<file path="config.mk">
export PLATFORM = sky130hd
export DESIGN_NAME = ckp_gen_flat
export DESIGN_NICKNAME = d
export VERILOG_FILES = /design/src/rtl/ckp_gen_if.sv /design/src/rtl/ckp_gen.sv /design/src/flat_wrapper.sv
export SDC_FILE = /design/constraint.sdc
export NUM_CORES = 1
export LEC_CHECK = 0
export ABC_CLOCK_PERIOD_IN_PS = 8730
export CAP_MARGIN = 20
export CORE_MARGIN = 5
export CORE_UTILIZATION = 64
export CTS_BUF_LIST = sky130_fd_sc_hd__clkbuf_8
export CTS_CLUSTER_DIAMETER = 120
export DETAILED_ROUTE_END_ITERATION = 10
export GPL_TIMING_DRIVEN = 0
export HOLD_SLACK_MARGIN = 0.1
export PLACE_DENSITY_LB_ADDON = 0.2
export SYNTH_ARGS = -nofsm -noshare
export SYNTH_HDL_FRONTEND = slang
export SYNTH_SLANG_ARGS = --single-unit
</file>
<file path="constraint.sdc">
create_clock -name clk -period 8.73 [get_ports clk]
set_input_delay 1.746 -clock clk [delete_from_list [all_inputs] [get_ports clk]]
set_output_delay 1.746 -clock clk [all_outputs]
set_load 0.05 [all_outputs]
</file>
<file path="src/rtl/ckp_gen_if.sv">
// Control and pattern-output bundle of the crank-position generator.
// The master side sets run/period/polarity; the slave side (ckp_gen) drives the pattern.
interface ckp_gen_if #(
    parameter int PER_WIDTH = 24
);
    logic                 ena;
    logic [PER_WIDTH-1:0] period;
    logic                 pol;
    logic                 cap;
    logic [5:0]           tooth_num;
    logic                 gap;
    logic                 rev_pulse;
    logic                 busy;

    modport master (
        output ena, period, pol,
        input  cap, tooth_num, gap, rev_pulse, busy
    );

    modport slave (
        input  ena, period, pol,
        output cap, tooth_num, gap, rev_pulse, busy
    );
endinterface

</file>
<file path="src/rtl/ckp_gen.sv">
// Crank-position pattern generator: synthesizes a missing-tooth wheel signal
// with registered tooth index, gap flag and a once-per-revolution strobe.
module ckp_gen #(
    parameter int PER_WIDTH = 24,
    parameter int TOOTH_TOP = 57,
    parameter int GAP_SLOTS = 2
) (
    input  logic     clk,
    input  logic     rst,
    ckp_gen_if.slave bus
);
    localparam int                   CW         = PER_WIDTH + 2;
    localparam logic [CW-1:0]        ONE        = CW'(1);
    localparam logic [PER_WIDTH-1:0] P_MIN      = PER_WIDTH'(4);
    localparam logic [5:0]           LAST_TOOTH = 6'(TOOTH_TOP);

    typedef enum logic [1:0] {IDLE, HIGH, LOW, GAP} state_t;

    state_t               state_q, state_d;
    logic [CW-1:0]        cnt_q, cnt_d;
    logic [PER_WIDTH-1:0] p_q, p_d, p_in;
    logic [5:0]           tooth_q, tooth_d;
    logic                 rev_d;
    logic                 cap_q, gap_q, rev_q, busy_q;

    function automatic logic [CW-1:0] high_cycles(input logic [PER_WIDTH-1:0] p);
        return CW'(p >> 1) - ONE;
    endfunction

    assign p_in = (bus.period < P_MIN) ? P_MIN : bus.period;

    always_comb begin
        // NOTE: every signal gets a default before the case so no path can infer a latch.
        state_d = state_q;
        cnt_d   = cnt_q;
        p_d     = p_q;
        tooth_d = tooth_q;
        rev_d   = 1'b0;
        unique case (state_q)
            IDLE: begin
                if (bus.ena) begin
                    state_d = HIGH;
                    p_d     = p_in;
                    cnt_d   = high_cycles(p_in);
                    tooth_d = '0;
                end
            end
            HIGH: begin
                if (cnt_q == '0) begin
                    state_d = LOW;
                    cnt_d   = CW'(p_q - (p_q >> 1)) - ONE;
                end else begin
                    cnt_d = cnt_q - ONE;
                end
            end
            LOW: begin
                if (cnt_q != '0) begin
                    cnt_d = cnt_q - ONE;
                end else if (!bus.ena) begin
                    state_d = IDLE;
                    tooth_d = '0;
                end else if (tooth_q < LAST_TOOTH) begin
                    state_d = HIGH;
                    p_d     = p_in;
                    cnt_d   = high_cycles(p_in);
                    tooth_d = tooth_q + 6'd1;
                end else begin
                    // tooth_num holds the last tooth index through the gap
                    state_d = GAP;
                    cnt_d   = CW'(GAP_SLOTS) * CW'(p_q) - ONE;
                end
            end
            GAP: begin
                if (cnt_q != '0) begin
                    cnt_d = cnt_q - ONE;
                end else if (!bus.ena) begin
                    state_d = IDLE;
                    tooth_d = '0;
                end else begin
                    state_d = HIGH;
                    p_d     = p_in;
                    cnt_d   = high_cycles(p_in);
                    tooth_d = '0;
                    rev_d   = 1'b1;
                end
            end
            default: state_d = IDLE;
        endcase
    end

    always_ff @(posedge clk or negedge rst) begin
        if (!rst) begin
            state_q <= IDLE;
            cnt_q   <= '0;
            p_q     <= '0;
            tooth_q <= '0;
            cap_q   <= 1'b0;
            gap_q   <= 1'b0;
            rev_q   <= 1'b0;
            busy_q  <= 1'b0;
        end else begin
            // NOTE: non-blocking assignments so every register sees pre-edge values.
            state_q <= state_d;
            cnt_q   <= cnt_d;
            p_q     <= p_d;
            tooth_q <= tooth_d;
            cap_q   <= (state_d == HIGH) ^ bus.pol;
            gap_q   <= (state_d == GAP);
            rev_q   <= rev_d;
            busy_q  <= (state_d != IDLE);
        end
    end

    assign bus.cap       = cap_q;
    assign bus.tooth_num = tooth_q;
    assign bus.gap       = gap_q;
    assign bus.rev_pulse = rev_q;
    assign bus.busy      = busy_q;
endmodule

</file>
<file path="src/flat_wrapper.sv">
// flat-port wrapper written by rule: the top's interface ports become plain ports
module ckp_gen_flat 
#(
    parameter int PER_WIDTH = 24,
    parameter int TOOTH_TOP = 57,
    parameter int GAP_SLOTS = 2
)
  (clk, rst, bus_ena, bus_period, bus_pol, bus_cap, bus_tooth_num, bus_gap, bus_rev_pulse, bus_busy);
  ckp_gen_if #(.PER_WIDTH(PER_WIDTH)) bus_i ();
  input  logic clk;
  input  logic rst;
  input wire logic [$bits(bus_i.ena)-1:0] bus_ena;
  input wire logic [$bits(bus_i.period)-1:0] bus_period;
  input wire logic [$bits(bus_i.pol)-1:0] bus_pol;
  output wire logic [$bits(bus_i.cap)-1:0] bus_cap;
  output wire logic [$bits(bus_i.tooth_num)-1:0] bus_tooth_num;
  output wire logic [$bits(bus_i.gap)-1:0] bus_gap;
  output wire logic [$bits(bus_i.rev_pulse)-1:0] bus_rev_pulse;
  output wire logic [$bits(bus_i.busy)-1:0] bus_busy;
  assign bus_i.ena = bus_ena;
  assign bus_i.period = bus_period;
  assign bus_i.pol = bus_pol;
  assign bus_cap = bus_i.cap;
  assign bus_tooth_num = bus_i.tooth_num;
  assign bus_gap = bus_i.gap;
  assign bus_rev_pulse = bus_i.rev_pulse;
  assign bus_busy = bus_i.busy;
  ckp_gen #(.PER_WIDTH(PER_WIDTH), .TOOTH_TOP(TOOTH_TOP), .GAP_SLOTS(GAP_SLOTS)) u_core (.clk(clk), .rst(rst), .bus(bus_i));
endmodule
</file>
## Word level (Yosys, flattened, before mapping)

Cells that the tools add are included.

- Bits in registers: 62
- Bits of input ports: 28
- Output and inout port bits: 10
- Word-level logic and storage cells: 67

- $add $sub $neg: 6
- $lt $le $gt $ge: 2
- Equal/unequal tests: 12
- Muxes and demuxes: 31
- Bitwise gates (word level): 1
- Reductions and logical operators: 7

Operators with widths:

| operator | number |
|---|---|
| 26-bit 2-to-1 mux | 6 |
| 24-bit 2-to-1 mux | 6 |
| 26-bit case mux with 4 select lines | 1 |
| 24-bit case mux with 3 select lines | 1 |
| 26-bit by 1-bit subtractor with 26-bit output, second input constant | 2 |
| 6-bit 2-to-1 mux | 5 |
| 26-bit logical NOT | 1 |
| 26-bit nonzero test | 1 |
| 25-bit by 1-bit subtractor with 26-bit output, second input constant | 1 |
| 24-bit by 23-bit subtractor with 25-bit output | 1 |
| 24-bit by 3-bit < comparator with 1-bit output, second input constant | 1 |
| 23-bit by 1-bit subtractor with 24-bit output, second input constant | 1 |
| 6-bit case mux with 3 select lines | 1 |
| 2-bit 2-to-1 mux | 6 |
| 5-bit AND reduction | 2 |
| 2-bit != test, second input constant | 4 |
| 2-bit case mux with 4 select lines | 1 |
| 6-bit by 1-bit adder with 6-bit output, second input constant | 1 |
| 2-bit == test, second input constant | 3 |
| 6-bit < comparator, second input constant | 1 |
| 3-bit by 2-bit != test with 1-bit output, second input constant | 2 |
| 2-bit by 1-bit == test with 1-bit output, second input constant | 2 |
| 1-bit 2-to-1 mux | 4 |
| 3-bit nonzero test | 1 |
| 4 further kinds | 4 |

## Logic depth before layout (Yosys ltp)

- Depth in word-level cells: 7
- Depth in mapped cells: 15
- Gate-level depth less buffers: 15

## Worst setup path before layout

No wires, ideal clock.

- Path kind: in2reg
- From: in bus_period[17]
- To: reg u_core.cnt_q[18]
- Setup time: 0.131 ns
- Arrival time: 4.724 ns
- Data required time: 8.599 ns
- Path slack: 3.875 ns
- Cell stages on the path: 14
- Buffers on the path: 0
- Cell sequence: or4_1 -> or4_1 -> nor4_1 -> nor2_1 -> ha_1 -> nand4bb_1 -> nor2_1 -> nand2_1 -> xor2_1 -> nor2_1 -> a21oi_1 -> o21ai_0 -> o211a_1 -> or3_1

- Cells in the longest elaborated chain, start to end: 7
- Elaborated cells between the ends (all ways): 9
- Classes of those cells: add/sub: 1; order compare: 1; mux: 7

Ends and longest elaborated chain:

| what | RTL line | source |
|---|---|---|
| start: declaration | flat_wrapper.sv:13 | `input wire logic [$bits(bus_i.period)-1:0] bus_period;` |
| 24-bit by 3-bit < comparator with 1-bit output | ckp_gen.sv:30 | `assign p_in = (bus.period < P_MIN) ? P_MIN : bus.period;` |
| 24-bit 2-to-1 mux (*) | ckp_gen.sv:30 |  |
| 23-bit by 1-bit subtractor with 24-bit output (*) | ckp_gen.sv:27 | `return CW'(p >> 1) - ONE;` |
| 26-bit 2-to-1 mux | ckp_gen.sv:62 | `end else if (tooth_q < LAST_TOOTH) begin` |
| 26-bit 2-to-1 mux | ckp_gen.sv:59 | `end else if (!bus.ena) begin` |
| 26-bit 2-to-1 mux | ckp_gen.sv:57 | `if (cnt_q != '0) begin` |
| 26-bit case mux with 4 select lines (*) | ckp_gen.sv:39 | `unique case (state_q)` |
| end signal: assignment | ckp_gen.sv:104 | `cnt_q <= cnt_d;` |
| end: declaration | ckp_gen.sv:20 | `logic [CW-1:0] cnt_q, cnt_d;` |

Every way passes the cells marked *; elsewhere a longest branch is shown, timed or not. The select of a mux whose other input is x is not followed.
A chain may end at the register's enable or synchronous reset.

## Worst setup path in the final report

Ends and elaborated chain as after synthesis.

==> results.ini <==
[setup_path]
worstPathCellList = clkdlybuf4s50_1 > or4_1 > or4_1 > nor4_1 > nor2_1 > ha_1 > nand4bb_1 > nor2_1 > nand2_1 > xor2_1 > nor2_1 > a21oi_1 > o21ai_0 > o211a_1 > or3_1
required_ns = 8.97
crit_type = input port to flip-flop
cp-end-kind = flip-flop
crit_path_max_fanout = 7
regToRegSetupSlack_ns = 4.02
slowest_stage = or4_1
r2r_start = u_core.p_q[0]
regToRegEndpoint = u_core.cnt_q[19]
rr_worst_depth = 14
critPathMostFrequentCell = nor2_1
cp_slowest_stage_delay_ns = 0.63
cp-start-kind = input port
worstPathArrival_ns = 6.14

[layout]
drive_above_1_share = 0.0788
final_nets = 1124
ff_latch_area_sq_um = 1550
multi_input_area_sq_um = 5680
fillers = 1044
diodes = 0
finish.utilization = 0.709
synthToLayoutAreaGrowth_pct = 9.99

[clock_tree]
ctsHoldBuffers = 0
cts_root_buffer = clkbuf_8
cts_tree = built
htreeDepth = 3
clkTransAtPathRegs_ns = 0.07
numClockSinks = 62
cts_resized = 0
cts_setup_buffers = 0
cts_buffers = 9
clkLatencyLatePin_ns = 0.37
clk_path_buf_depth = 2

[drt]
vias_per_cell = 6.73
drc = 0
first_pass_iters = 5
wl_per_cell_um = 21.1
vias = 8000
wirelength_um = 25000
drtIter0Drc = 1080
ant_nets = 0

[global_routing]
grt_pass1_wl_um = 39400
grt_overflow = 0
grt_max_degree = 63
antenna_found_initial = 0
grt_pass1_vias = 7542
grt_usage = 0.345

[synth]
synthDistinctLibCells = 90
syn-cell-area_sq_um = 7640
ys_seq_area_frac = 0.203
synthFlopType = dfrtp_1
yosys_warnings = 0
ys_async_sr_fraction = 1.00
yosys_register_bits = 62
syn-num-nets = 1077
synthCells = 990
syn_area_per_cell_sq_um = 7.72
synth_edf_count = 0

[run]
max_cap_viol_count = 0

[sta]
worst_pin_slew_ns = 0.990
rsz0062_at_grt = false
finalSetupViolCount = 0
timing.setup.tns_ns = 0
fin_crit_sh = 0.676
max_freq_mhz = 169
clock_skew_ns = 0.00623
finalWorstPathRequiredPeriod_ns = 5.91
maxSlewHeadroom = 0.338
drv_slew = 0
layout_setup_ws_ns = 2.82
hold_viol = 0

[power_and_ir_drop]
powerDensity_nw_per_um2 = 84.0
peakVddDrop_mv = 0.0553
p_leak_nw = 3.50
power_mw = 0.706

[floorplanning]
fp-row-count = 40
die_width_um = 119
start_util = 0.644
ioPinCount = 38
die_area_sq_um = 14200
core-area_sq_um = 11900
dieHeight_um = 119

[status]
status = finished clean

[placed_design]
gp_congestion = 0.990
post-dp-hpwl_um = 19400
dp_slack_ns = 2.58
numPortBuffers = 36

[min_path]
hold_depth = 1
hold_path.startpoint = u_core.p_q[18]
hold_end = u_core.p_q[18]
hold_path_class = flip-flop to flip-flop

## cell families (layout without fill, tap and decap cells)
group           after synthesis  in the layout  share of synthesized area
simple gates                397            397                      0.271
compound gates              252            252                      0.225
buf+inv                      98            149                     0.0537
xor+xnor                     92             92                      0.105
flops                        62             62                      0.203
fa+ha+maj                    59             59                     0.0976
mux                          30             30                     0.0442
## synth_stat cells, types with 10 or more instances
master,n,area [sq um]
inv_1,54,203
o31ai_1,10,75.1
dfrtp_1,62,1550
nand3_1,26,130
clkbuf_1,29,109
xor2_1,28,245
a211oi_1,12,90.1
mux2_2,18,203
xnor2_1,64,561
nor2_1,107,402
and2_1,12,75.1
or4_1,10,75.1
o211ai_1,20,150
a21oi_1,62,310
nor4_1,15,93.8
nor2b_1,11,68.8
nand2_1,84,315
o21ai_0,45,225
nor3_1,39,195
ha_1,58,726
a31oi_1,12,75.1
nand4_1,19,119
## state kept, by name, summed over array words and instances, names as in the netlist
signal	flops
u_core.bus.rev_pulse	1
u_core.p_q	24
u_core.state_q	2
u_core.bus.cap	1
u_core.cnt_q	26
u_core.bus.busy	1
u_core.bus.gap	1
u_core.bus.tooth_num	6
## worst max-delay path, delay by kind of cell
family,cells,cell delay (ns)
AOI/OAI and AO/OA,3,0.48
adders and majority gates,1,0.27
and+or+nand+nor,9,2.81
xor gates and xnor gates,1,0.31
buffers and inverters,1,0.54
## layout make-up
cell class	instances	area share
Tap cell	147	0.0219
Clock buffer	11	0.0180
Buffer	43	0.0243
Inverter	55	0.0246
Sequential cell	62	0.185
Timing Repair Buffer	36	0.0426
Multi-Input combinational cell	830	0.676
Clock inverter	4	0.00834
## layer usage
layer,wire (um),share of wire,GRT usage,vias to the layer above
li1,-,-,-,3696
met2,10700,0.43,0.517,508
met5,0,0,0,-
met1,10300,0.41,0.466,3693
met3,2700,0.11,0.0916,103
met4,1250,0.050,0.156,0
## placed cells by master, fill, tap and decap left out, types with 10 or more instances in the layout
cell type	instances
nor2_1	107
nand2_1	84
xnor2_1	64
a21oi_1	62
dfrtp_1	62
ha_1	58
inv_1	54
o21ai_0	45
nor3_1	39
clkdlybuf4s50_1	35
clkbuf_1	29
xor2_1	28
nand3_1	26
o211ai_1	20
nand4_1	19
mux2_2	18
nor4_1	15
and2_1	12
a31oi_1	12
a211oi_1	12
nor2b_1	11
clkbuf_8	11
or4_1	10
o31ai_1	10
## stage by stage
step | cells | instance area [sq um] | hold slack, ns
floorplan | 990 | 7640 | 0.485
global placement | 1173 | 8190 | 0.525
detailed placement | 1173 | 8180 | 0.533
CTS | 1188 | 8400 | 0.545
global route | 1188 | 8400 | 0.560
finish | 1188 | 8400 | 0.547
## worst max path at each step
stage / start / end / slack, ns
6_report: bus_period[17] / u_core.cnt_q[18] / 2.82
5_1_grt: bus_period[17] / u_core.cnt_q[18] / 2.71
4_1_cts: bus_period[17] / u_core.cnt_q[18] / 2.93
3_5_place_dp: bus_period[17] / u_core.cnt_q[18] / 2.58
3_3_place_gp: bus_period[17] / u_core.cnt_q[18] / 2.62
2_1_floorplan: bus_period[17] / u_core.cnt_q[18] / 3.87
## report_power, final
part	total, mW	switching, mW	leakage (nW)	internal (mW)
Clock	0.299	0.126	0.115	0.174
Sequential	0.307	0.0122	0.804	0.295
Combinational	0.0991	0.0592	2.58	0.0399
Note: power is estimated with default switching activity, not from simulation.
